<file path="src/rtl/spi_pkg.sv">
// Shared definitions for the mode-0 SPI master: state encoding, mode constants
// and a frame-length helper.
package spi_pkg;

  localparam logic [2:0] ST_IDLE  = 3'd0;
  localparam logic [2:0] ST_SETUP = 3'd1;
  localparam logic [2:0] ST_HIGH  = 3'd2;
  localparam logic [2:0] ST_LOW   = 3'd3;
  localparam logic [2:0] ST_HOLD  = 3'd4;
  localparam logic [2:0] ST_GAP   = 3'd5;

  localparam logic CPOL      = 1'b0;
  localparam logic CPHA      = 1'b0;
  localparam logic MSB_FIRST = 1'b1;

  // Handshake edge to the next possible accept, in clk cycles.
  function automatic int frame_len(input int w, input int d);
    return d * (2 + 2 * w);
  endfunction

endpackage

</file>
<file path="src/rtl/spi_clk_div.sv">
// Phase divider: load restarts a DIV-cycle interval, tc marks its last cycle.
module spi_clk_div #(
  parameter int DIV = 2
) (
  input  logic clk,
  input  logic rst,
  input  logic load,
  output logic tc
);
  localparam int CW = $clog2(DIV + 1);
  localparam logic [CW-1:0] RELOAD = CW'(DIV - 1);

  logic [CW-1:0] cnt;

  always_ff @(posedge clk) begin
    if (rst)               cnt <= '0;
    else if (load)         cnt <= RELOAD;
    else if (cnt != '0)    cnt <= cnt - 1'b1;
  end

  assign tc = (cnt == '0);

endmodule

</file>
<file path="src/rtl/spi_master_xfer.sv">
// Mode-0, MSB-first SPI master moving one full-duplex word per frame,
// with a guaranteed slave-select gap between frames.
module spi_master_xfer
  import spi_pkg::*;
#(
  parameter int P_DATA_TEMP_WIDTH = 8,
  parameter int P_CLK_DIV         = 2
) (
  input  logic                         clk,
  input  logic                         rst,
  input  logic                         tx_valid,
  output logic                         tx_ready,
  input  logic [P_DATA_TEMP_WIDTH-1:0] tx_data,
  output logic                         rx_valid,
  output logic [P_DATA_TEMP_WIDTH-1:0] rx_data,
  output logic                         busy,
  output logic                         spi_sclk,
  output logic                         spi_mosi,
  output logic                         spi_ss,
  input  logic                         spi_miso
);
  localparam int W  = P_DATA_TEMP_WIDTH;
  localparam int BW = $clog2(W + 1);
  localparam logic [BW-1:0] BITS = BW'(W);

  logic [2:0]    state;
  logic [W-1:0]  shift;
  logic [W:0]    shift_ext;
  logic [BW-1:0] bit_cnt;
  logic          hs, tc, div_load;

  assign tx_ready  = (state == ST_IDLE) && !rst;
  assign busy      = (state != ST_IDLE) && !rst;
  assign hs        = tx_valid && tx_ready;
  // Every timed state restarts the divider on its last cycle; GAP hands back to IDLE.
  assign div_load  = hs || (tc && (state != ST_IDLE) && (state != ST_GAP));
  assign shift_ext = {shift, spi_miso};

  spi_clk_div #(.DIV(P_CLK_DIV)) u_div (
    .clk  (clk),
    .rst  (rst),
    .load (div_load),
    .tc   (tc)
  );

  always_ff @(posedge clk) begin
    if (rst) begin
      state    <= ST_IDLE;
      shift    <= '0;
      bit_cnt  <= '0;
      spi_sclk <= CPOL;
      spi_ss   <= 1'b1;
      spi_mosi <= 1'b0;
      rx_valid <= 1'b0;
      rx_data  <= '0;
    end else begin
      rx_valid <= 1'b0;
      case (state)
        ST_IDLE: if (hs) begin
          shift    <= tx_data;
          spi_mosi <= tx_data[W-1];
          spi_ss   <= 1'b0;
          bit_cnt  <= '0;
          state    <= ST_SETUP;
        end
        ST_SETUP, ST_LOW: if (tc) begin
          // MISO is captured on the same edge that raises SCLK.
          spi_sclk <= 1'b1;
          shift    <= shift_ext[W-1:0];
          bit_cnt  <= bit_cnt + 1'b1;
          state    <= ST_HIGH;
        end
        ST_HIGH: if (tc) begin
          spi_sclk <= 1'b0;
          if (bit_cnt == BITS) begin
            state <= ST_HOLD;
          end else begin
            spi_mosi <= shift[W-1];
            state    <= ST_LOW;
          end
        end
        ST_HOLD: if (tc) begin
          spi_ss   <= 1'b1;
          spi_mosi <= 1'b0;
          rx_data  <= shift;
          rx_valid <= 1'b1;
          state    <= ST_GAP;
        end
        ST_GAP: if (tc) state <= ST_IDLE;
        default: state <= ST_IDLE;
      endcase
    end
  end

endmodule

</file>
<file path="config.mk">
export PLATFORM = sky130hd
export DESIGN_NAME = spi_master_xfer
export DESIGN_NICKNAME = d
export VERILOG_FILES = /design/src/rtl/spi_pkg.sv /design/src/rtl/spi_clk_div.sv /design/src/rtl/spi_master_xfer.sv
export SDC_FILE = /design/constraint.sdc
export NUM_CORES = 1
export LEC_CHECK = 0
export CAP_MARGIN = 20
export CORE_MARGIN = 3
export CORE_UTILIZATION = 55
export CTS_CLUSTER_DIAMETER = 30
export DETAILED_ROUTE_END_ITERATION = 8
export PLACE_DENSITY_LB_ADDON = 0.05
export SLEW_MARGIN = 20
export SYNTH_ARGS = -nofsm -noshare
export SYNTH_HDL_FRONTEND = slang
export SYNTH_HIERARCHICAL = 1
export SYNTH_SLANG_ARGS = --single-unit
</file>
<file path="constraint.sdc">
create_clock -name clk -period 2.6 [get_ports clk]
set_clock_uncertainty 0.05 [all_clocks]
set_input_delay 0.52 -clock clk [delete_from_list [all_inputs] [get_ports clk]]
set_output_delay 0.52 -clock clk [all_outputs]
set_load 0.005 [all_outputs]
</file>
* Word level (Yosys, flattened, before mapping) *
Index checks and enable logic that the tools add are counted.

cells by class
  add/subtract/negate cells = 2
  multiply operators = 0
  divide/modulo/power cells = 0
  order comparisons = 0
  equality and inequality tests = 13
  shift-type cells = 0
  muxes and demuxes = 25
  bitwise operators = 1
  reduce and logical (&&, ||, !) cells = 25

operator list
  cell                                            count
  two-way mux 3 bit                               6
  two-way mux 8 bit                               2
  case mux 8 bit (2 select lines)                 1
  case mux 3 bit (5 select lines)                 1
  != test 2 bit (second input constant)           6
  AND reduction 5 bit                             2
  nonzero test 2 bit                              5
  two-way mux 1 bit                               9
  AND reduction 3 bit                             3
  two-way mux 4 bit                               2
  case mux 4 bit (2 select lines)                 1
  == test 3 x 2 -> 1 bit (second input constant)  2
  == test 3 bit (second input constant)           2
  nonzero test 3 bit                              2
  OR reduction 2 bit                              3
  logical AND 1 bit                               5
  adder 4 x 1 -> 4 bit (second input constant)    1
  == test 4 bit (second input constant)           1
  case mux 1 bit (2 select lines)                 2
  == test 3 x 1 -> 1 bit (second input constant)  1
  logical NOT 3 bit                               1
  != test 3 bit (second input constant)           1
  case mux 1 bit (3 select lines)                 1
  logical NOT 2 bit                               1
  other kinds (5)                                 5

storage, ports and cells
  register bits = 29
  bits in latches = 0
  memory bits (writable) = 0
  bits in read-only memories = 0
  input port bits = 12
  output and inout port bits = 14
  logic and storage cells = 76
  memories = 0

* Longest topological paths before layout *
Gate-level depths: netlist (run 1).

  depth after elaboration = 5
  depth in mapped cells = 8
  depth with buffers taken out = 7

* Cells and area by module *
The synthesis (run 1) kept the hierarchy.

by module, submodules not included
  module           times used  cells an instance  area each (µm²)  sequential area each (µm²)
  spi_master_xfer  1           130                1,296.2          540.5
  spi_clk_div      1           11                 111.4            40.0

* Worst setup path before layout (run 1) *
No wires, ideal clock.

  path type = in2reg
  start = in rst
  end = reg u_div.cnt[0]
  library setup time = 70 ps
  arrival = 1,738 ps
  data required time = 2,480 ps
  path slack = 742 ps
  stages = 6
  path buffers = 1
  cells stage by stage = or4b_4 > a21oi_4 > buf_6 > nand2b_1 > inv_1 > a21oi_1

on the way
  longest elaborated chain between the ends = 5
  elaborated cells between the ends (all ways) = 6
  those cells by class = mux (1); reduce/logical (5)

RTL lines
  item                                                     RTL line               source
  from (decl)                                              spi_master_xfer.sv:10  input logic rst,
  logical NOT 1 bit (*)                                    spi_master_xfer.sv:32  assign tx_ready = (state == ST_IDLE) && !rst;
  logical AND 1 bit (*)                                    spi_master_xfer.sv:32
  logical AND 1 bit (*)                                    spi_master_xfer.sv:34  assign hs = tx_valid && tx_ready;
  logical OR 1 bit (*)                                     spi_master_xfer.sv:36  assign div_load = hs || (tc && (state != ST_IDLE) && (state != ST_GAP));
  via div_load                                             spi_master_xfer.sv:30  logic hs, tc, div_load;
  two-way mux 1 bit or nonzero test 2 bit (tied branches)  -
  to (signal assigned)                                     spi_clk_div.sv:18      else if (cnt != '0) cnt <= cnt - 1'b1;
  to (decl)                                                spi_clk_div.sv:13      logic [CW-1:0] cnt;

Mark *: on every way through the listed nets, which the timed path passes. The rest lies on a longest branch.
A chain may end at the register's enable or synchronous reset.

* Final worst setup path (run 1) *
  start = in rst
  end = out tx_ready

on the way
  longest elaborated chain between the ends = 2

RTL lines
  item               RTL line               source
  logical NOT 1 bit  spi_master_xfer.sv:32
  logical AND 1 bit  spi_master_xfer.sv:32
  to (decl)          spi_master_xfer.sv:12  output logic tx_ready,

No other way between the ends.

==> results of run 1 <==
==> sequential cells by signal (all words and copies together) (netlist names) <==
name and cells:
rx_data 8, state 3, shift 8, rx_valid 1
spi_sclk 1, u_div/cnt 2, spi_ss 1, bit_cnt 4
spi_mosi 1
==> final timing paths <==
check / end / slack [ps] / cells past startpoint
worst max-delay path: tx_ready / 190 / 3
worst min-delay path: spi_mosi / 430 / 2
worst max register to register: shift[5] / 710 / 7
worst min register to register: spi_mosi / 430 / 2
==> per-stage QoR <==
| step | util | setup slack (ps) |
|---|---|---|
| after floorplan | - | 742 |
| after global placement | 0.712 | 188 |
| after detailed placement | 0.712 | 181 |
| after CTS | 0.749 | 159 |
| after global routing | 0.749 | 17.0 |
| final | 0.749 | 192 |
==> worst reg2reg max path, delay by kind of cell (launching register included) <==
kind | cells | cell delay, ps
buf+inv | 2 | 290
flops | 1 | 310
fa+ha+maj | 1 | 400
simple gates | 2 | 310
compound gates | 2 | 450
==> cell families (layout without fill, tap and decap cells) <==
group | count (synthesis) | in the layout
and+or+nand+nor | 41 | 41
AOI/OAI and AO/OA | 38 | 38
DFF | 29 | 29
buffers and inverters | 17 | 44
muxes | 9 | 9
adders and majority gates | 4 | 4
xor gates and xnor gates | 3 | 3
==> cells in the final DEF (no fill, tap or decap), drive strengths merged, types with 7 or more instances in the layout <==
master	netlist	final
a211oi	9	9
a21oi	10	10
a22o	9	9
clkbuf	8	7
clkdlybuf4s50	0	25
dfxtp	29	29
inv	7	7
mux2i	9	9
nand2	7	7
nor2	14	14
==> routing by layer <==
metal | vias to the layer above | GRT usage | routed length [um]
met4 | 0 | 0.0814 | 46
li1 | 564 | - | -
met2 | 29 | 0.360 | 1510
met1 | 535 | 0.213 | 1200
met3 | 5 | 0.0828 | 157
met5 | - | 0 | 0
==> power groups by stage <==
stage	Combinational (mW)	Sequential [mW]	Clock [mW]
floorplan	0.325	0.549	0
global placement	0.398	0.568	0
detailed placement	0.417	0.572	0
CTS	0.425	0.562	0.393
global route	0.465	0.572	0.420
finish	0.423	0.563	0.386
==> final cells by class <==
cell class / instances / area [sq um] / area share
clock buffers: 7 / 55.1 / 0.0317
clock inverters: 1 / 30.0 / 0.0173
inverters: 7 / 26.3 / 0.0151
multi-input cells: 95 / 716 / 0.412
flip-flops and latches: 29 / 581 / 0.335
well taps: 28 / 35.0 / 0.0202
repair buffers: 29 / 293 / 0.169
==> flow_summary.html, run 1 <==
<table>
<tr><th>Metric</th><th>Value</th></tr>
<tr><th colspan="2">Floorplan</th></tr>
<tr><td>Full die area</td><td>3200 sq um</td></tr>
<tr><td>Die Ht</td><td>56.6 um</td></tr>
<tr><td>Number of ports placed on the die boundary</td><td>26</td></tr>
<tr><td>Starting density of the core</td><td>0.607</td></tr>
<tr><td>Core region area</td><td>2320 sq um</td></tr>
<tr><td>Rows</td><td>17</td></tr>
<tr><td>DIE WIDTH</td><td>56.6 um</td></tr>
<tr><th colspan="2">Setup path</th></tr>
<tr><td>Endpoint class of the critical path</td><td>output pin</td></tr>
<tr><td>WP data arrival</td><td>1840 ps</td></tr>
<tr><td>Slowest cell on the critical path</td><td>clkdlybuf4s50_1</td></tr>
<tr><td>Largest stage delay on the critical path</td><td>550 ps</td></tr>
<tr><td>Worst EP required</td><td>2030 ps</td></tr>
<tr><td>CP cell instances</td><td>clkdlybuf4s50_1, nor4_1, clkdlybuf4s50_1</td></tr>
<tr><td>Largest fanout on the critical path</td><td>7</td></tr>
<tr><td>Critical R2R Launch</td><td>u_div/cnt[1]</td></tr>
<tr><td>Kind of critical path</td><td>primary input to output pin</td></tr>
<tr><td>Worst setup path startpoint</td><td>rst</td></tr>
<tr><td>Bufs and invs on worst path</td><td>2</td></tr>
<tr><td>Most numerous cell on the critical path</td><td>clkdlybuf4s50_1</td></tr>
<tr><td>Kind of cell adding the most delay to the critical path</td><td>buffers and inverters</td></tr>
<tr><td>Crit start category</td><td>primary input</td></tr>
<tr><th colspan="2">Drt</th></tr>
<tr><td>Average vias per placed instance</td><td>5.78</td></tr>
<tr><td>Length of the first detailed-routing pass in iterations</td><td>4</td></tr>
<tr><td>Number of nets with antenna violations after detailed routing</td><td>0</td></tr>
<tr><td>Residual DRC count</td><td>0</td></tr>
<tr><td>Mean routed wirelength per cell</td><td>14.9 um</td></tr>
<tr><td>Routed Wire Length</td><td>2920 um</td></tr>
<tr><td>Number of design-rule violations left by the first detailed-router iteration</td><td>28</td></tr>
<tr><td>Vias</td><td>1133</td></tr>
<tr><th colspan="2">CTS</th></tr>
<tr><td>Clock transition at path regs</td><td>90 ps</td></tr>
<tr><td>Sink count of the clock tree</td><td>29</td></tr>
<tr><td>Total clock buffers created by CTS</td><td>5</td></tr>
<tr><td>Resized Gates After CTS</td><td>0</td></tr>
<tr><td>Largest buffer count on any clock path</td><td>2</td></tr>
<tr><td>Clock Latency Late Sink</td><td>330 ps</td></tr>
<tr><td>Clock tree from TritonCTS</td><td>done</td></tr>
<tr><td>Clock Tree Root</td><td>clkbuf_4</td></tr>
<tr><td>Post-CTS setup-driven buffer insertion count</td><td>0</td></tr>
<tr><td># H-tree levels</td><td>2</td></tr>
<tr><td>Count of hold buffers inserted by post-cts repair</td><td>0</td></tr>
<tr><th colspan="2">Power and ir drop</th></tr>
<tr><td>Relative contribution of combinational cells to total power</td><td>0.308</td></tr>
<tr><td>Worst IR drop on VDD</td><td>0.671 mV</td></tr>
<tr><td>Cell Pwr Density</td><td>790 nW/um^2</td></tr>
<tr><td>Part of the total power dissipated in sequential elements</td><td>0.411</td></tr>
<tr><td>Overall power of the completed layout</td><td>1.37 mW</td></tr>
<tr><td>Static leakage power</td><td>0.677 nW</td></tr>
<tr><td>Proportion of power drawn by the clock network</td><td>0.281</td></tr>
<tr><td>Power dissipated by switching net loads</td><td>0.437 mW</td></tr>
<tr><td>Internal power</td><td>0.934 mW</td></tr>
<tr><td>Share of total power consumed by net switching</td><td>0.319</td></tr>
<tr><th colspan="2">GRT</th></tr>
<tr><td>Wire length of the first global-routing pass</td><td>5020 um</td></tr>
<tr><td>Vias in the first global route</td><td>1149</td></tr>
<tr><td>Maximum number of pins on one net before global-route repair</td><td>19</td></tr>
<tr><td>Total routing resource utilization after global routing</td><td>0.204</td></tr>
<tr><td>Grt ovf</td><td>0</td></tr>
<tr><td>Initial antenna violation count</td><td>0</td></tr>
<tr><th colspan="2">Layout</th></tr>
<tr><td>Count of filler cells inserted in the layout</td><td>175</td></tr>
<tr><td>N_diodes</td><td>0</td></tr>
<tr><td>Synth-to-Final Area Change</td><td>23.3%</td></tr>
<tr><td>Count of non-filler cells in the finished layout</td><td>196</td></tr>
<tr><td>Cell area after layout</td><td>1740 sq um</td></tr>
<tr><td>Net count reported at finish</td><td>183</td></tr>
<tr><td>Ratio of cells with drive above 1 in the final layout</td><td>0.149</td></tr>
<tr><th colspan="2">Synthesis</th></tr>
<tr><td>Complex-gate fraction of the synthesized area</td><td>0.232</td></tr>
<tr><td>Cell type with the largest total area after synthesis</td><td>dfxtp_1</td></tr>
<tr><td>Synthesis Warnings</td><td>6</td></tr>
<tr><td>Number of library cell types mapped by synthesis</td><td>39</td></tr>
<tr><td>Fraction of synthesized cell area in xor and xnor cells</td><td>0.0187</td></tr>
<tr><td>Syn_nets</td><td>157</td></tr>
<tr><td>Synth Flop Type</td><td>dfxtp_1</td></tr>
<tr><td>Proportion of register bits with asynchronous set or reset after synthesis</td><td>0</td></tr>
<tr><td>Mux share of post-synthesis cell area</td><td>0.0640</td></tr>
<tr><td>Dominant combinational cell family by area after synthesis</td><td>compound AO/OA/AOI/OAI gates</td></tr>
<tr><td>Ranking of synthesized cells by instance count</td><td>dfxtp_1 (29), nor2_1 (13), a21oi_1 (9), a22o_1 (9), mux2i_1 (9)</td></tr>
<tr><td>Adder-Cell Fraction of Synth Area</td><td>0.0356</td></tr>
<tr><td>Most common cell in the synthesized netlist</td><td>dfxtp_1</td></tr>
<tr><td>Post-synth top area share</td><td>0.412</td></tr>
<tr><td>Synth top area cells</td><td>dfxtp_1 (41%), a211oi_2 (7.1%), mux2i_1 (6.4%), a22o_1 (5.6%), clkbuf_8 (3.9%)</td></tr>
<tr><td>Total standard cell area after synthesis</td><td>1410 sq um</td></tr>
<tr><td>Number of synthesized register bits</td><td>29</td></tr>
<tr><td>Mapped Avg Cell Area</td><td>9.98 sq um</td></tr>
<tr><td>Post-Synthesis Cells</td><td>141</td></tr>
<tr><td>Sequential cell area fraction in the yosys report</td><td>0.412</td></tr>
<tr><td>Number of flops mapped to enable cells by yosys</td><td>0</td></tr>
<tr><td>Synthesized-area fraction occupied by and/or/nand/nor cells</td><td>0.158</td></tr>
<tr><th colspan="2">Worst hold path</th></tr>
<tr><td>Hold path start</td><td>spi_mosi</td></tr>
<tr><td>Hold crit path type</td><td>flop to flop</td></tr>
<tr><th colspan="2">Timing</th></tr>
<tr><td>Max transition margin</td><td>0.475</td></tr>
<tr><td>Fin Hold WS</td><td>434 ps</td></tr>
<tr><td>Setup TNS</td><td>0 ps</td></tr>
<tr><td>Highest clock rate</td><td>415 MHz</td></tr>
<tr><td>Setup-violating endpoint count in the final report</td><td>0</td></tr>
<tr><td>Final hold violations</td><td>0</td></tr>
<tr><td>RSZ-0062 raised after global routing</td><td>no</td></tr>
<tr><td>Tcrit/Tclk final</td><td>0.926</td></tr>
<tr><td>Worst Max-Slew Pin Slew</td><td>784 ps</td></tr>
<tr><td>Number of pins exceeding their max-slew limit in the final report</td><td>0</td></tr>
<tr><td>Final worst path period need</td><td>2410 ps</td></tr>
<tr><th colspan="2">Placed design</th></tr>
<tr><td>Port Buffer Count</td><td>25</td></tr>
<tr><td>Final RePlAce weighted congestion</td><td>0.785</td></tr>
<tr><td>Post-placement cell area</td><td>1650 sq um</td></tr>
<tr><td>Dpl cells</td><td>188</td></tr>
<tr><td>Half-perimeter wire length of the detailed placement result</td><td>2010 um</td></tr>
<tr><th colspan="2">Flow run</th></tr>
<tr><td>Max_cap viols</td><td>0</td></tr>
<tr><th colspan="2">Status</th></tr>
<tr><td>Run status</td><td>finished clean</td></tr>
</table>
(Power assumes the default switching activity.)
==> run 2, diff against run 1 <==
- CORE_UTILIZATION: 55 -> 30
==> run 2 against run 1 <==
  * Non-clock buffer count rose by 4
  * Largest power group unchanged
  * Global-route usage down 7.8 points
  * Combinational power hardly changed
  * Largest cell class unchanged
==> flow_summary.html, run 2 (synthesis gave the netlist of run 1 again) <==
<table>
<tr><th>Metric</th><th>Value</th></tr>
<tr><th colspan="2">Status</th></tr>
<tr><td>Run status</td><td>finished clean</td></tr>
<tr><th colspan="2">Timing</th></tr>
<tr><td>Number of pins exceeding their max-slew limit in the final report</td><td>0 (unchanged)</td></tr>
<tr><td>Max transition margin</td><td>0.474 (-0.00160)</td></tr>
<tr><td>Highest clock rate</td><td>415 MHz (-0.12%)</td></tr>
<tr><td>Setup-violating endpoint count in the final report</td><td>0 (unchanged)</td></tr>
<tr><td>Setup TNS</td><td>0 ps (unchanged)</td></tr>
<tr><td>Tcrit/Tclk final</td><td>0.927 (+0.00108)</td></tr>
<tr><td>RSZ-0062 raised after global routing</td><td>no</td></tr>
<tr><td>Final worst path period need</td><td>2410 ps (+2.82 ps)</td></tr>
<tr><td>Final hold violations</td><td>0 (unchanged)</td></tr>
<tr><td>Worst Max-Slew Pin Slew</td><td>786 ps (+2.39 ps)</td></tr>
<tr><th colspan="2">Setup path</th></tr>
<tr><td>Largest fanout on the critical path</td><td>5 (-2)</td></tr>
<tr><td>WP data arrival</td><td>1840 ps (about the same)</td></tr>
<tr><td>Kind of cell adding the most delay to the critical path</td><td>buffers and inverters</td></tr>
<tr><td>Total stage count of the critical path</td><td>4 (+1)</td></tr>
<tr><td>Crit start category</td><td>primary input</td></tr>
<tr><td>Bufs and invs on worst path</td><td>3 (+1)</td></tr>
<tr><td>Cell count of the worst reg-to-reg path</td><td>7 (unchanged)</td></tr>
<tr><td>Most numerous cell on the critical path</td><td>clkdlybuf4s50_1</td></tr>
<tr><td>Slowest cell on the critical path</td><td>clkdlybuf4s50_1</td></tr>
<tr><td>Largest stage delay on the critical path</td><td>520 ps (-30 ps)</td></tr>
<tr><td>Endpoint class of the critical path</td><td>output pin</td></tr>
<tr><td>Worst EP required</td><td>2030 ps (about the same)</td></tr>
<tr><td>CP cell instances</td><td>clkdlybuf4s50_1, buf_4, nor2_1, clkdlybuf4s50_1</td></tr>
<tr><td>Worst setup path startpoint</td><td>rst</td></tr>
<tr><td>Critical R2R Launch</td><td>u_div/cnt[1]</td></tr>
<tr><td>Kind of critical path</td><td>primary input to output pin</td></tr>
<tr><th colspan="2">Layout</th></tr>
<tr><td>Regs by FF count</td><td>rx_data (8), shift (8), bit_cnt (4)</td></tr>
<tr><td>Count of filler cells inserted in the layout</td><td>448 (+160%)</td></tr>
<tr><td>Ratio of cells with drive above 1 in the final layout</td><td>0.174 (+0.0256)</td></tr>
<tr><td>Cell area after layout</td><td>1800 sq um (+3.5%)</td></tr>
<tr><td>Most frequent cells in the layout</td><td>dfxtp_1 (29), clkdlybuf4s50_1 (25), nor2_1 (13)</td></tr>
<tr><td>Leading cell type in the layout, fill and taps excluded</td><td>dfxtp_1</td></tr>
<tr><td>Net count reported at finish</td><td>187 (+2.2%)</td></tr>
<tr><td>FF/Latch Area</td><td>581 sq um (unchanged)</td></tr>
<tr><td>Multi-input gate area in the final layout</td><td>716 sq um (unchanged)</td></tr>
<tr><td>Synth-to-Final Area Change</td><td>27.6%</td></tr>
<tr><td>Final core area utilization</td><td>0.404 (-0.344)</td></tr>
<tr><td>N_diodes</td><td>0 (unchanged)</td></tr>
<tr><th colspan="2">Drt</th></tr>
<tr><td>Mean routed wirelength per cell</td><td>13.6 um (-8.6%)</td></tr>
<tr><td>Number of design-rule violations left by the first detailed-router iteration</td><td>65 (+130%)</td></tr>
<tr><td>Residual DRC count</td><td>0 (unchanged)</td></tr>
<tr><td>Length of the first detailed-routing pass in iterations</td><td>4 (unchanged)</td></tr>
<tr><td>Average vias per placed instance</td><td>4.96 (-14%)</td></tr>
<tr><td>Vias</td><td>1111 (-1.9%)</td></tr>
<tr><td>Number of nets with antenna violations after detailed routing</td><td>0 (unchanged)</td></tr>
<tr><td>Routed Wire Length</td><td>3050 um (+4.5%)</td></tr>
<tr><th colspan="2">GRT</th></tr>
<tr><td>Maximum number of pins on one net before global-route repair</td><td>17 (-2)</td></tr>
<tr><td>Vias in the first global route</td><td>1111 (-3.3%)</td></tr>
<tr><td>Total routing resource utilization after global routing</td><td>0.126 (-0.0783)</td></tr>
<tr><td>Wire length of the first global-routing pass</td><td>5350 um (+6.6%)</td></tr>
<tr><td>Initial antenna violation count</td><td>0 (unchanged)</td></tr>
<tr><td>Grt ovf</td><td>0 (unchanged)</td></tr>
<tr><th colspan="2">CTS</th></tr>
<tr><td>Clock Tree Root</td><td>clkbuf_8</td></tr>
<tr><td>Resized Gates After CTS</td><td>0 (unchanged)</td></tr>
<tr><td>Clock Latency Late Sink</td><td>280 ps (-50 ps)</td></tr>
<tr><td>Largest buffer count on any clock path</td><td>2 (unchanged)</td></tr>
<tr><td>Total clock buffers created by CTS</td><td>5 (unchanged)</td></tr>
<tr><td>Clock transition at path regs</td><td>60 ps (-30 ps)</td></tr>
<tr><td>Sink count of the clock tree</td><td>29 (unchanged)</td></tr>
<tr><td>Post-CTS setup-driven buffer insertion count</td><td>0 (unchanged)</td></tr>
<tr><td>Count of hold buffers inserted by post-cts repair</td><td>0 (unchanged)</td></tr>
<tr><td>Clock tree from TritonCTS</td><td>done</td></tr>
<tr><td># H-tree levels</td><td>2 (unchanged)</td></tr>
<tr><th colspan="2">Power and ir drop</th></tr>
<tr><td>Cell Pwr Density</td><td>750 nW/um^2 (-5.0%)</td></tr>
<tr><td>Worst IR drop on VDD</td><td>0.448 mV (-33%)</td></tr>
<tr><td>Static leakage power</td><td>0.696 nW (+2.8%)</td></tr>
<tr><th colspan="2">Worst hold path</th></tr>
<tr><td>Hold path start</td><td>spi_mosi</td></tr>
<tr><td>Hold crit path type</td><td>flop to flop</td></tr>
<tr><td>Hold path cells</td><td>2 (unchanged)</td></tr>
<tr><th colspan="2">Placed design</th></tr>
<tr><td>Half-perimeter wire length of the detailed placement result</td><td>2190 um (+8.8%)</td></tr>
<tr><td>Final RePlAce weighted congestion</td><td>0.718 (-8.5%)</td></tr>
<tr><td>Port Buffer Count</td><td>25 (unchanged)</td></tr>
<tr><td>Post-placement cell area</td><td>1710 sq um (+3.6%)</td></tr>
<tr><th colspan="2">Floorplan</th></tr>
<tr><td>Full die area</td><td>5550 sq um (+73%)</td></tr>
<tr><td>Core region area</td><td>4440 sq um (+92%)</td></tr>
<tr><td>Rows</td><td>24 (+7)</td></tr>
<tr><td>DIE WIDTH</td><td>74.5 um (+32%)</td></tr>
<tr><td>Die Ht</td><td>74.5 um (+32%)</td></tr>
<tr><td>Number of ports placed on the die boundary</td><td>26 (unchanged)</td></tr>
<tr><td>Starting density of the core</td><td>0.317 (-0.290)</td></tr>
<tr><th colspan="2">Flow run</th></tr>
<tr><td>Max_cap viols</td><td>0 (unchanged)</td></tr>
</table>
==> run 2: worst reg2reg max path: stages, from the launching register on <==
cell and delay, ps:
dfxtp_1 300, inv_1 100, ha_1 410, nand2_1 250, a21oi_4 250, buf_12 180, nor2_1 60, a211oi_2 190
==> run 2: path summary, 6_finish.rpt <==
| path | end | slack [ps] |
|---|---|---|
| setup / recovery | busy | 190 |
| hold / removal | spi_mosi | 420 |
| setup reg to reg | shift[4] | 760 |
| hold reg to reg | spi_mosi | 420 |
==> run 2: power breakdown <==
| part | switching, mW | internal (mW) | total [mW] |
|---|---|---|---|
| Sequential | 0.0557 | 0.506 | 0.562 |
| Clock | 0.180 | 0.184 | 0.365 |
| Combinational | 0.221 | 0.201 | 0.421 |
| Total | 0.456 | 0.892 | 1.35 |
==> run 2: per-layer routing <==
layer / vias up / GRT usage / wire length (um)
li1: 563 / - / -
met1: 524 / 0.172 / 1500
met2: 19 / 0.182 / 1370
met3: 5 / 0.0473 / 131
met4: 0 / 0.0435 / 46
met5: - / 0 / 0
==> run 2: metrics by stage <==
stage               hold slack (ps)  std cells  worst slack [ps]  total power, mW
floorplan                       414        141               742            0.874
global placement                411        216               180            0.986
detailed placement              417        216               197            0.997
CTS                             432        224               200             1.37
global route                    456        224               130             1.45
finish                          423        224               189             1.35
==> run 2: final cells by class <==
type | instances | area share
Multi-Input combinational cell | 95 | 0.398
Sequential cell | 29 | 0.323
Timing Repair Buffer | 33 | 0.180
Clock buffer | 5 | 0.0383
Tap cell | 52 | 0.0362
Inverter | 7 | 0.0146
Clock inverter | 3 | 0.00975
==> run 3, diff against run 2 <==
- SKIP_LAST_GASP: not set -> 1
- clock period: 2.6 -> 2.52 ns (I/O delays scaled with it)
==> run 3 against run 2 <==
  * Power grew 2.6%
  * Worst setup slack worse by 65 ps
  * Cell area unchanged
  * Utilization did not move
==> flow_summary.html, run 3 (synthesis gave the netlist of run 1 again) <==
<table>
<tr><th>Metric</th><th>Value</th></tr>
<tr><th colspan="2">Timing</th></tr>
<tr><td>Setup WS post-layout</td><td>124 ps (-65.4 ps)</td></tr>
<tr><td>Final hold violations</td><td>0 (unchanged)</td></tr>
<tr><td>Highest clock rate</td><td>417 MHz</td></tr>
<tr><td>RSZ-0062 raised after global routing</td><td>no</td></tr>
<tr><td>Setup-violating endpoint count in the final report</td><td>0 (unchanged)</td></tr>
<tr><td>Tcrit/Tclk final</td><td>0.951</td></tr>
<tr><td>Number of pins exceeding their max-slew limit in the final report</td><td>0 (unchanged)</td></tr>
<tr><td>Final worst path period need</td><td>2400 ps</td></tr>
<tr><td>Setup TNS</td><td>0 ps (unchanged)</td></tr>
<tr><td>Worst Max-Slew Pin Slew</td><td>798 ps (+12.1 ps)</td></tr>
<tr><td>Max transition margin</td><td>0.466 (-0.00808)</td></tr>
<tr><th colspan="2">Power and ir drop</th></tr>
<tr><td>Static leakage power</td><td>0.696 nW (unchanged)</td></tr>
<tr><td>Worst IR drop on VDD</td><td>0.362 mV (-19%)</td></tr>
<tr><td>Overall power of the completed layout</td><td>1.38 mW (+2.6%)</td></tr>
<tr><td>Cell Pwr Density</td><td>770 nW/um^2 (+2.6%)</td></tr>
<tr><th colspan="2">Drt</th></tr>
<tr><td>Number of nets with antenna violations after detailed routing</td><td>0 (unchanged)</td></tr>
<tr><td>Average vias per placed instance</td><td>4.84 (-2.3%)</td></tr>
<tr><td>Residual DRC count</td><td>0 (unchanged)</td></tr>
<tr><td>Mean routed wirelength per cell</td><td>13.4 um (-1.4%)</td></tr>
<tr><td>Vias</td><td>1085 (-2.3%)</td></tr>
<tr><td>Number of design-rule violations left by the first detailed-router iteration</td><td>53 (-18%)</td></tr>
<tr><td>Length of the first detailed-routing pass in iterations</td><td>4 (unchanged)</td></tr>
<tr><td>Routed Wire Length</td><td>3010 um (-1.4%)</td></tr>
<tr><th colspan="2">Placed design</th></tr>
<tr><td>Port Buffer Count</td><td>25 (unchanged)</td></tr>
<tr><td>Final RePlAce weighted congestion</td><td>0.791 (+10%)</td></tr>
<tr><td>Post-placement worst setup slack</td><td>121 ps (-75.8 ps)</td></tr>
<tr><td>Half-perimeter wire length of the detailed placement result</td><td>2230 um (+1.8%)</td></tr>
<tr><th colspan="2">Layout</th></tr>
<tr><td>Ratio of cells with drive above 1 in the final layout</td><td>0.174 (unchanged)</td></tr>
<tr><td>Regs by FF count</td><td>rx_data (8), shift (8), bit_cnt (4)</td></tr>
<tr><td>Multi-input gate area in the final layout</td><td>716 sq um (unchanged)</td></tr>
<tr><td>Synth-to-Final Area Change</td><td>27.6% (unchanged)</td></tr>
<tr><td>Most frequent cells in the layout</td><td>dfxtp_1 (29), clkdlybuf4s50_1 (25), nor2_1 (13)</td></tr>
<tr><td>Leading cell type in the layout, fill and taps excluded</td><td>dfxtp_1</td></tr>
<tr><td>N_diodes</td><td>0 (unchanged)</td></tr>
<tr><td>FF/Latch Area</td><td>581 sq um (unchanged)</td></tr>
<tr><td>Net count reported at finish</td><td>187 (unchanged)</td></tr>
<tr><td>Count of filler cells inserted in the layout</td><td>459 (+2.5%)</td></tr>
<tr><th colspan="2">CTS</th></tr>
<tr><td>Total clock buffers created by CTS</td><td>5 (unchanged)</td></tr>
<tr><td>Clock tree from TritonCTS</td><td>done</td></tr>
<tr><td>Clock Latency Late Sink</td><td>270 ps (about the same)</td></tr>
<tr><td>Count of hold buffers inserted by post-cts repair</td><td>0 (unchanged)</td></tr>
<tr><td>Clock transition at path regs</td><td>70 ps (about the same)</td></tr>
<tr><td># H-tree levels</td><td>2 (unchanged)</td></tr>
<tr><td>Largest buffer count on any clock path</td><td>2 (unchanged)</td></tr>
<tr><td>Post-CTS setup-driven buffer insertion count</td><td>0 (unchanged)</td></tr>
<tr><td>Resized Gates After CTS</td><td>0 (unchanged)</td></tr>
<tr><td>Sink count of the clock tree</td><td>29 (unchanged)</td></tr>
<tr><td>Clock Tree Root</td><td>clkbuf_8</td></tr>
<tr><th colspan="2">Setup path</th></tr>
<tr><td>Slowest cell on the critical path</td><td>clkdlybuf4s50_1</td></tr>
<tr><td>Endpoint class of the critical path</td><td>output pin</td></tr>
<tr><td>Cell count of the worst reg-to-reg path</td><td>5 (-2)</td></tr>
<tr><td>Kind of critical path</td><td>primary input to output pin</td></tr>
<tr><td>Largest stage delay on the critical path</td><td>570 ps (+50 ps)</td></tr>
<tr><td>Worst EP required</td><td>1970 ps (-60 ps)</td></tr>
<tr><td>Largest fanout on the critical path</td><td>5 (unchanged)</td></tr>
<tr><td>Crit start category</td><td>primary input</td></tr>
<tr><td>Endpoint of the worst register-to-register path</td><td>shift[4]</td></tr>
<tr><td>Critical R2R Launch</td><td>state[0]</td></tr>
<tr><td>WP data arrival</td><td>1840 ps (about the same)</td></tr>
<tr><td>Register-to-register path setup slack</td><td>660 ps (-100 ps)</td></tr>
<tr><td>Most numerous cell on the critical path</td><td>clkdlybuf4s50_1</td></tr>
<tr><td>CP cell instances</td><td>clkdlybuf4s50_1, nor4_1, clkdlybuf4s50_1</td></tr>
<tr><th colspan="2">GRT</th></tr>
<tr><td>Vias in the first global route</td><td>1098 (-1.2%)</td></tr>
<tr><td>Grt ovf</td><td>0 (unchanged)</td></tr>
<tr><td>Total routing resource utilization after global routing</td><td>0.124 (-0.00194)</td></tr>
<tr><td>Maximum number of pins on one net before global-route repair</td><td>17 (unchanged)</td></tr>
<tr><td>Wire length of the first global-routing pass</td><td>5200 um (-3.0%)</td></tr>
<tr><td>Initial antenna violation count</td><td>0 (unchanged)</td></tr>
<tr><th colspan="2">Flow run</th></tr>
<tr><td>Max_cap viols</td><td>0 (unchanged)</td></tr>
<tr><th colspan="2">Floorplan</th></tr>
<tr><td>Full die area</td><td>5550 sq um (unchanged)</td></tr>
<tr><td>DIE WIDTH</td><td>74.5 um (unchanged)</td></tr>
<tr><td>Die Ht</td><td>74.5 um (unchanged)</td></tr>
<tr><td>Number of ports placed on the die boundary</td><td>26 (unchanged)</td></tr>
<tr><td>Starting density of the core</td><td>0.317 (unchanged)</td></tr>
<tr><td>Core region area</td><td>4440 sq um (unchanged)</td></tr>
<tr><td>Rows</td><td>24 (unchanged)</td></tr>
<tr><th colspan="2">Worst hold path</th></tr>
<tr><td>Worst-case hold path end point</td><td>rx_data[5]</td></tr>
<tr><td>Hold path cells</td><td>1 (-1)</td></tr>
<tr><td>Hold crit path type</td><td>flop to flop</td></tr>
<tr><td>Hold path start</td><td>rx_data[5]</td></tr>
<tr><th colspan="2">Status</th></tr>
<tr><td>Run status</td><td>finished clean</td></tr>
</table>
==> run 3: layer usage <==
| metal | track usage | share of wire | vias to the layer above |
|---|---|---|---|
| met2 | 0.178 | 0.46 | 17 |
| li1 | - | - | 563 |
| met4 | 0.0534 | 0.014 | 0 |
| met3 | 0.0432 | 0.040 | 5 |
| met5 | 0 | 0 | - |
| met1 | 0.169 | 0.48 | 500 |
==> run 3: worst max-delay path by stage <==
stage          from      endpoint  slack, ps  depth (start not counted)
5_1_grt         rst      tx_ready         40                          3
2_1_floorplan   rst  u_div/cnt[0]        680                          6
4_1_cts         rst      tx_ready        120                          3
3_3_place_gp    rst      tx_ready        110                          3
6_report        rst      tx_ready        120                          3
3_5_place_dp    rst      tx_ready        120                          3
==> run 3: metrics by stage <==
step	hold slack, ps	area, sq um	std cells	utilization
3_3_place_gp	412	1710	216	0.385
5_1_grt	452	1800	224	0.404
6_report	426	1800	224	0.404
3_5_place_dp	418	1710	216	0.385
2_1_floorplan	414	1410	141	-
4_1_cts	434	1800	224	0.404
==> run 3: where the power goes <==
| group | leakage (nW) | internal [mW] | total [mW] | switching [mW] |
|---|---|---|---|---|
| clock network | 0.0439 | 0.190 | 0.368 | 0.178 |
| logic | 0.416 | 0.207 | 0.435 | 0.228 |
| registers | 0.237 | 0.523 | 0.579 | 0.0569 |
| total | 0.696 | 0.920 | 1.38 | 0.464 |
==> run 3: cell type report <==
class | count | share of cell area
timing repair buffer | 33 | 0.180
clock buffer | 5 | 0.0383
multi-input combinational | 95 | 0.398
tap | 52 | 0.0362
inverter | 7 | 0.0146
clock inverter | 3 | 0.00975
sequential | 29 | 0.323
==> run 3: worst max-delay path: cells and delay by family <==
family / cells / cell delay (ps)
simple gates: 1 / 260
buf+inv: 2 / 1080
==> edit: new RTL, settings of run 3 <==
Compare `bit_cnt` against `BITS` with >= in place of ==.
--- a/src/rtl/spi_master_xfer.sv
+++ b/src/rtl/spi_master_xfer.sv
@@ -72,7 +72,7 @@
         end
         ST_HIGH: if (tc) begin
           spi_sclk <= 1'b0;
-          if (bit_cnt == BITS) begin
+          if (bit_cnt >= BITS) begin
             state <= ST_HOLD;
           end else begin
             spi_mosi <= shift[W-1];
Check against the original RTL: same outputs for any inputs over 10 cycles, from zero or initial values and one cycle with rst high; that may be too few to reach the edited logic, so the function may still have changed.
==> edit against run 3 <==
  * Combinational power is 14% higher
  * Worst hold slack worse by 0.019 ns
  * Sequential cell count stayed put
  * Critical path depth stayed put
  * Power is 6.3% higher
  * Die area is 3.4% lower
  * Count of clock-buffer cells in the layout stayed put
  * First-iteration DRC count is 30% higher
  * Utilization is 1.6 points higher
  * Final area is 2.5% lower
  * Setup slack better by 0.041 ns
  * Routed wire length is 1.6% higher
  * Synthesized area is 3.6% lower
  * Critical path type unchanged
  * Via count is 7.0% higher
==> edit: results (changes against run 3) <==
stage,metric,value,unit,change
outcome,status,"complete, no violations",,unchanged
synth,sequential-to-total area share from yosys stat,42.8,%,was 41.2%
hold_path,capture endpoint of the worst hold path,spi_sclk$_SDFFE_PP0P_,,was rx_data[5]$_SDFFE_PP0P_
global_routing,gr usage total,12.1,%,was 12.4%
synth,synth unique cells,35,,was 39
global_routing,wire length of the first global-routing pass,5.06,mm,was 5.20 mm
detailed_routing,Detailed Route WL,3.06,mm,was 3.01 mm
synth,top area cells in the synthesized netlist,"dfxtp_1 (43%), nand2_1 (7.2%), a22o_1 (5.2%), nor2_1 (4.7%), a311oi_1 (3.9%)",,"was dfxtp_1 (41%), a211oi_2 (7.1%), mux2i_1 (6.4%), a22o_1 (5.6%), clkbuf_8 (3.9%)"
place,detailed placement HPWL,2.28,mm,was 2.23 mm
hold_path,hold-critical path depth,2,,was 1
detailed_routing,Iteration-0 DRC Markers,69,,was 53
place,final weighted congestion in routability-driven placement,0.770,,was 0.791
global_routing,via count of the first global-routing pass,1090,,was 1098
detailed_routing,via count,1161,,was 1085
power,Leakage,0.650,nW,was 0.696 nW
setup_path,worst flop-to-flop path endpoint,u_div/cnt[0]$_SDFFE_PP0P_,,was shift[4]$_SDFFE_PP0P_
setup_path,R2R Setup Slk,0.58,ns,was 0.66 ns
setup_path,crit path max fanout,7,,was 5
hold_path,worst min-delay path startpoint,spi_sclk$_SDFFE_PP0P_,,was rx_data[5]$_SDFFE_PP0P_
setup_path,critical path data arrival time,1.80,ns,was 1.84 ns
timing,final-layout worst hold slack,0.408,ns,was 0.426 ns
global_routing,maximum number of pins on one net before global-route repair,15,,was 17
power,maximum vdd ir drop,0.419,mV,was 0.362 mV
final_layout,ratio of cells with drive above 1 in the final layout,13.7,%,was 17.4%
timing,slew of the pin with the lowest slew margin,0.813,ns,was 0.798 ns
[edit: worst max path at each step]
stage          start                     to  slack [ns]
2_1_floorplan    rst                   busy        0.77
3_3_place_gp     rst               tx_ready        0.14
3_5_place_dp     rst  shift[3]$_SDFFE_PP0P_        0.13
4_1_cts          rst               tx_ready        0.16
5_1_grt          rst               tx_ready        0.07
6_report         rst               tx_ready        0.16
[edit: where the power goes]
group	internal, mW	switching, mW	total [mW]
logic	0.230	0.268	0.498
registers	0.532	0.0688	0.601
clock network	0.190	0.181	0.371
[edit: logic make-up after synthesis]
| kind of cell | share of synthesized area [%] |
|---|---|
| DFF | 42.8 |
| adders and majority gates | 3.69 |
| xor gates and xnor gates | 1.29 |
| and+or+nand+nor | 20.6 |
| muxes | 0.830 |
| buffers and inverters | 6.09 |
| AOI/OAI and AO/OA | 24.7 |
[edit: per-stage QoR]
step           util [%]  cells  cell area [sq um]  total power, mW  setup slack [ns]
2_1_floorplan         -    153               1360            0.981             0.770
5_1_grt            42.0    233               1750             1.58            0.0654
6_report           42.0    233               1750             1.47             0.165
4_1_cts            42.0    233               1750             1.49             0.156
3_3_place_gp       39.9    225               1670             1.10             0.144
3_5_place_dp       39.9    225               1670             1.12             0.127
[edit: cell type report]
cell class | instances | area, sq um
Fill cell | 413 | 2420
Tap cell | 50 | 62.6
Inverter | 7 | 26.3
Clock buffer | 5 | 68.8
Clock inverter | 3 | 17.5
Timing Repair Buffer | 32 | 303
Sequential cell | 29 | 581
Multi-Input combinational cell | 107 | 693
[edit: metal layers]
layer	track usage [%]	vias to the layer above	wire length, um
met4	4.30	0	38
met5	0	-	0
li1	-	591	-
met1	15.7	541	1480
met3	3.44	5	132
met2	19.1	24	1410
[edit: worst max-delay path, cell delays in order]
cell             delay [ns]
clkdlybuf4s50_1        0.53
nor4_1                 0.21
clkdlybuf4s50_1        0.55
